--- config.mk ---
export PLATFORM = sky130hd
export DESIGN_NAME = accu_result_fifo
export DESIGN_NICKNAME = d
export VERILOG_FILES = /design/src/rtl/accu_result_fifo.sv
export SDC_FILE = /design/constraint.sdc
export NUM_CORES = 1
export LEC_CHECK = 0
export ABC_AREA = 1
export BUFFER_PORTS_ARGS = -buffer_cell sky130_fd_sc_hd__buf_2
export CAP_MARGIN = 20
export CORE_ASPECT_RATIO = 2
export CORE_MARGIN = 2
export CORE_UTILIZATION = 35
export DETAILED_ROUTE_END_ITERATION = 6
export SLEW_MARGIN = 20
export SYNTH_ARGS = -nofsm -noshare
export SYNTH_HDL_FRONTEND = slang
export SYNTH_SLANG_ARGS = --single-unit
--- constraint.sdc ---
create_clock -name clk -period 2.15 [get_ports clk]
set_input_delay 0.215 -clock clk [delete_from_list [all_inputs] [get_ports clk]]
set_output_delay 0.215 -clock clk [all_outputs]
set_load 0.01 [all_outputs]
--- src/rtl/accu_result_fifo.sv ---
// accu_result_fifo: result buffer behind the 4-sample accumulator.
// Captures single-cycle result strobes into a small first-word-fall-through
// FIFO. Results leave through a valid/ready handshake. A strobe that arrives
// while the FIFO is full, with no pop in the same cycle, is dropped and
// flagged in the sticky ovf bit.
// Optional feature: define ACCU_FIFO_DROP_CNT_EN to add the saturating 8-bit
// drop_cnt output port.
module accu_result_fifo #(
  parameter int unsigned DW    = 10,
  parameter int unsigned DEPTH = 4,
  localparam int unsigned LW   = $clog2(DEPTH + 1)
) (
  input  logic          clk,
  input  logic          rst,
  input  logic          in_valid,
  input  logic [DW-1:0] in_data,
  output logic          out_valid,
  output logic [DW-1:0] out_data,
  input  logic          out_ready,
  output logic [LW-1:0] level,
  output logic          full,
  output logic          empty,
  output logic          ovf,
  input  logic          ovf_clr
`ifdef ACCU_FIFO_DROP_CNT_EN
  ,
  output logic [7:0]    drop_cnt
`endif
);

  localparam int unsigned PW = (DEPTH > 1) ? $clog2(DEPTH) : 1;

  // Storage array; contents are deliberately not reset
  logic [DW-1:0] mem [DEPTH];

  logic [PW-1:0] rd_ptr;
  logic [PW-1:0] wr_ptr;
  logic [PW-1:0] rd_ptr_nxt;
  logic [PW-1:0] wr_ptr_nxt;
  logic [LW-1:0] level_nxt;
  logic [DW-1:0] head_nxt;
  logic          push_c;
  logic          pop_c;
  logic          drop_c;

  // Handshake decode, pointer/level update and next head value
  always_comb begin
    pop_c      = out_valid & out_ready;
    push_c     = in_valid & (~full | pop_c);
    drop_c     = in_valid & full & ~pop_c;
    rd_ptr_nxt = rd_ptr;
    wr_ptr_nxt = wr_ptr;
    level_nxt  = level;
    if (pop_c) begin
      rd_ptr_nxt = rd_ptr + PW'(1);
    end
    if (push_c) begin
      wr_ptr_nxt = wr_ptr + PW'(1);
    end
    case ({push_c, pop_c})
      2'b10:   level_nxt = level + LW'(1);
      2'b01:   level_nxt = level - LW'(1);
      default: level_nxt = level;
    endcase
    // The incoming word becomes the head when it lands where the read
    // pointer will sit next (FIFO empty, or draining its last entry).
    if (push_c && (wr_ptr == rd_ptr_nxt)) begin
      head_nxt = in_data;
    end else begin
      head_nxt = mem[rd_ptr_nxt];
    end
  end

  // Write port
  always_ff @(posedge clk) begin
    if (!rst && push_c) begin
      mem[wr_ptr] <= in_data;
    end
  end

  // Pointers, level, flags and the registered head of the queue
  always_ff @(posedge clk) begin
    if (rst) begin
      rd_ptr    <= '0;
      wr_ptr    <= '0;
      level     <= '0;
      full      <= 1'b0;
      empty     <= 1'b1;
      out_valid <= 1'b0;
      out_data  <= '0;
    end else begin
      rd_ptr    <= rd_ptr_nxt;
      wr_ptr    <= wr_ptr_nxt;
      level     <= level_nxt;
      full      <= (level_nxt == LW'(DEPTH));
      empty     <= (level_nxt == '0);
      out_valid <= (level_nxt != '0);
      out_data  <= head_nxt;
    end
  end

  // Sticky overflow flag; a drop in the clearing cycle keeps it set
  always_ff @(posedge clk) begin
    if (rst) begin
      ovf <= 1'b0;
    end else if (drop_c) begin
      ovf <= 1'b1;
    end else if (ovf_clr) begin
      ovf <= 1'b0;
    end
  end

`ifdef ACCU_FIFO_DROP_CNT_EN
  // Saturating drop counter; a drop in the clearing cycle restarts at 1
  always_ff @(posedge clk) begin
    if (rst) begin
      drop_cnt <= 8'd0;
    end else if (ovf_clr) begin
      drop_cnt <= drop_c ? 8'd1 : 8'd0;
    end else if (drop_c && (drop_cnt != 8'hFF)) begin
      drop_cnt <= drop_cnt + 8'd1;
    end
  end
`else
  // Drop counter not built; drops are reported through ovf only
`endif

endmodule

==> flow_summary.json <==
{
  "ys_top_cells_by_area": "sky130_fd_sc_hd__edfxtp_1 (43%), sky130_fd_sc_hd__dfxtp_1 (15%), sky130_fd_sc_hd__nand2_1 (7.5%)",
  "crit_end": "out_valid$_SDFF_PP0_",
  "seq_power_share_pct": 40.2,
  "synth.largest_area_cell": "sky130_fd_sc_hd__edfxtp_1",
  "total_switching_power_w": 0.00110,
  "antenna-diode-count": 0,
  "final_cell_mix": "sky130_fd_sc_hd__nand2_1 (55), sky130_fd_sc_hd__inv_1 (49), sky130_fd_sc_hd__edfxtp_1 (40)",
  "final_hold_viol_count": 0,
  "critical_path.endpoint_type": "register",
  "routed_wirelength_um": 5830,
  "antenna_found_initial": 0,
  "worstSkewPairLatency_ps": 330,
  "detail_route.vias_per_cell": 4.64,
  "pwr-share-clk_pct": 34.4,
  "drive_above_1_share_pct": 18.5,
  "io-pin-count": 32,
  "core.rowCount": 45,
  "comb_power_share_pct": 25.4,
  "cell_chosen_for_the_clock_root": "sky130_fd_sc_hd__clkbuf_16",
  "power.static_leakage_nw": 1.52,
  "worst-setup-path-type": "reg -> reg",
  "yosys_register_bits": 61,
  "critPathLaunchType": "register",
  "finalMaxSlewViolations": 0,
  "grt_remaining_overflow": 0,
  "timing.clock.skew_ps": 4.61,
  "result_of_the_run": "finished clean",
  "die_y_um": 130,
  "period_share_pct": 90.1,
  "clock_path_buffers": 2,
  "switching_fraction_of_total_power_pct": 30.7,
  "port-buffer-count": 31,
  "pwr_per_cell_area_nw_per_um2": 1070,
  "drc_errors": 0,
  "vias": 2013,
  "final_antenna_net_count": 0,
  "fp.coreArea_um2": 7660,
  "syn_nets": 310,
  "timing.max_slew.rel_slack_pct": 66.0,
  "fin_hold_ws_ps": 117,
  "crit-reg2reg-launch": "out_valid$_SDFF_PP0_",
  "hold_path_class": "in -> reg",
  "cts_max_level": 3,
  "drtIter0Drc": 82,
  "final.min_clock_period_ps": 1940,
  "post_synth_num_cell_types": 22,
  "crit_required_ps": 2370,
  "avgRoutedWirePerCell_um": 13.4,
  "final_net_count": 356,
  "yosysWarnings": 0,
  "cts_inserted_buffers": 9,
  "initial_utilization_pct": 36.1,
  "max_cap_viol_count": 0,
  "grt_pass1_vias": 1967,
  "dp.final_hpwl_um": 3970,
  "drt_first_pass_iters": 4,
  "critPathArrivalTime_ps": 2160,
  "global_route.usage.total_pct": 15.5,
  "crit_path_start": "out_valid$_SDFF_PP0_",
  "cts_setup_buffers": 0,
  "intPower_w": 0.00248,
  "netlist_instances": 289,
  "max_freq_ghz": 0.516,
  "cts_tree": "yes",
  "dp_worst_setup_slack_ps": 93.4,
  "yosysSeqAreaShare_pct": 58.6,
  "pin_count_of_the_biggest_net_entering_global_routing": 23,
  "setup_repair_after_global_routing_missed_its_margin": "false",
  "worst_r2r_endpoint": "out_valid$_SDFF_PP0_",
  "reg2reg_depth": 11,
  "clock-sinks": 61,
  "report.power.total_w": 0.00358,
  "vdd_ir_drop_max_uv": 498,
  "crit_fanout": 4,
  "synth.avg_cell_area_um2": 9.58,
  "layout.cells.most_common": "sky130_fd_sc_hd__nand2_1",
  "clk_transition_reported_paths_ps": 50,
  "final.setup.worst_slack_ps": 214,
  "synth_largest_type_area_fraction_pct": 43.4,
  "synthesis.area_um2": 2770,
  "syn2layout_area_growth_pct": 20.4,
  "die_width_um": 66.9,
  "max_slew.worst_pin.slew_ps": 508,
  "rrSetupSlack_ps": 210,
  "area_of_the_die_um2": 8680,
  "final_setup_vio_count": 0,
  "grt_pass1_wl_um": 9380,
  "setup_tns_ps": 0,
  "fin_util_pct": 43.5,
  "routabilityCongestion": 0.753
}
-- metal layers --
metal,share of wire (%),global-route usage (%)
met5,0,0
met4,3.5,10.2
met3,4.7,5.09
met2,54,26.7
met1,38,15.4
-- registers in the layout (all words and copies together), names as in the netlist --
| name | flops |
|---|---|
| empty | 1 |
| full | 1 |
| level | 3 |
| mem | 40 |
| out_data | 10 |
| out_valid | 1 |
| ovf | 1 |
| rd_ptr | 2 |
| wr_ptr | 2 |
-- area by class of cell --
type / instances / area (um^2)
inverters: 50 / 188
repair buffers: 43 / 245
clock buffers: 13 / 240
multi-input cells: 170 / 907
flip-flops and latches: 61 / 1620
well taps: 94 / 118
fillers: 788 / 4330
clock inverters: 3 / 12.5
-- cell families after synthesis --
logic type	after synthesis	synth area share, %
buf+inv	58	8.63
flops	61	58.6
xor+xnor	1	0.317
simple gates	156	28.2
fa+ha+maj	6	2.98
compound gates	7	1.27
-- power by group through the flow --
stage	clock network, W	logic [W]	registers (W)
global placement	0	0.000909	0.00146
detailed placement	0	0.000919	0.00146
global route	0.00130	0.00104	0.00145
CTS	0.00127	0.000924	0.00144
floorplan	0	0.000601	0.00151
finish	0.00123	0.000910	0.00144
-- cell usage after synthesis --
| library cell | n |
|---|---|
| sky130_fd_sc_hd__inv_1 | 49 |
| sky130_fd_sc_hd__o21ai_0 | 3 |
| sky130_fd_sc_hd__ha_1 | 5 |
| sky130_fd_sc_hd__nand2_4 | 3 |
| sky130_fd_sc_hd__fa_1 | 1 |
| sky130_fd_sc_hd__nand2_1 | 55 |
| sky130_fd_sc_hd__nand3b_1 | 20 |
| sky130_fd_sc_hd__buf_2 | 5 |
| sky130_fd_sc_hd__clkinv_1 | 1 |
| sky130_fd_sc_hd__nand3_1 | 37 |
| sky130_fd_sc_hd__buf_1 | 1 |
| sky130_fd_sc_hd__nand2_2 | 2 |
| sky130_fd_sc_hd__a21oi_1 | 4 |
| sky130_fd_sc_hd__nand4_1 | 2 |
| sky130_fd_sc_hd__xnor2_1 | 1 |
| sky130_fd_sc_hd__nor2_4 | 2 |
| sky130_fd_sc_hd__edfxtp_1 | 40 |
| sky130_fd_sc_hd__buf_6 | 2 |
| sky130_fd_sc_hd__nand3_4 | 1 |
| sky130_fd_sc_hd__dfxtp_1 | 21 |
| sky130_fd_sc_hd__nor2_1 | 32 |
| sky130_fd_sc_hd__nand3_2 | 2 |
-- worst min path at each step --
stage | start | to | slack [ps] | cells after the start
final | in_data[2] | mem[2][2]$_DFFE_PP_ | 120 | 1
after global routing | in_data[2] | mem[2][2]$_DFFE_PP_ | 120 | 1
after CTS | in_data[2] | mem[3][2]$_DFFE_PP_ | 110 | 1
after detailed placement | ovf$_SDFFE_PP0P_ | ovf$_SDFFE_PP0P_ | 450 | 2
after global placement | in_data[8] | mem[0][8]$_DFFE_PP_ | 450 | 1
after floorplan | rst | ovf$_SDFFE_PP0P_ | 280 | 1
-- repair_timing --
item / CTS / global route
resized for setup: 0 / 1
setup endpoints to repair: 0 / 1
hold buffers: 0 / 0
-- per-stage QoR --
stage               instances  area (um^2)
finish                    434         3330
global route              434         3330
CTS                       434         3330
detailed placement        418         3080
global placement          418         3080
floorplan                 289         2770
-- worst max-delay path, cell delays in order (launching register included) --
cell and delay, ps:
sky130_fd_sc_hd__dfxtp_1 310, sky130_fd_sc_hd__nand2_2 130, sky130_fd_sc_hd__nand2_4 70, sky130_fd_sc_hd__nand2_1 80, sky130_fd_sc_hd__ha_1 150, sky130_fd_sc_hd__inv_1 70, sky130_fd_sc_hd__fa_1 500, sky130_fd_sc_hd__nor2_1 40
sky130_fd_sc_hd__a21oi_1 150, sky130_fd_sc_hd__nand2_1 100, sky130_fd_sc_hd__o21ai_1 170, sky130_fd_sc_hd__inv_1 50
(Power assumes the default switching activity.)
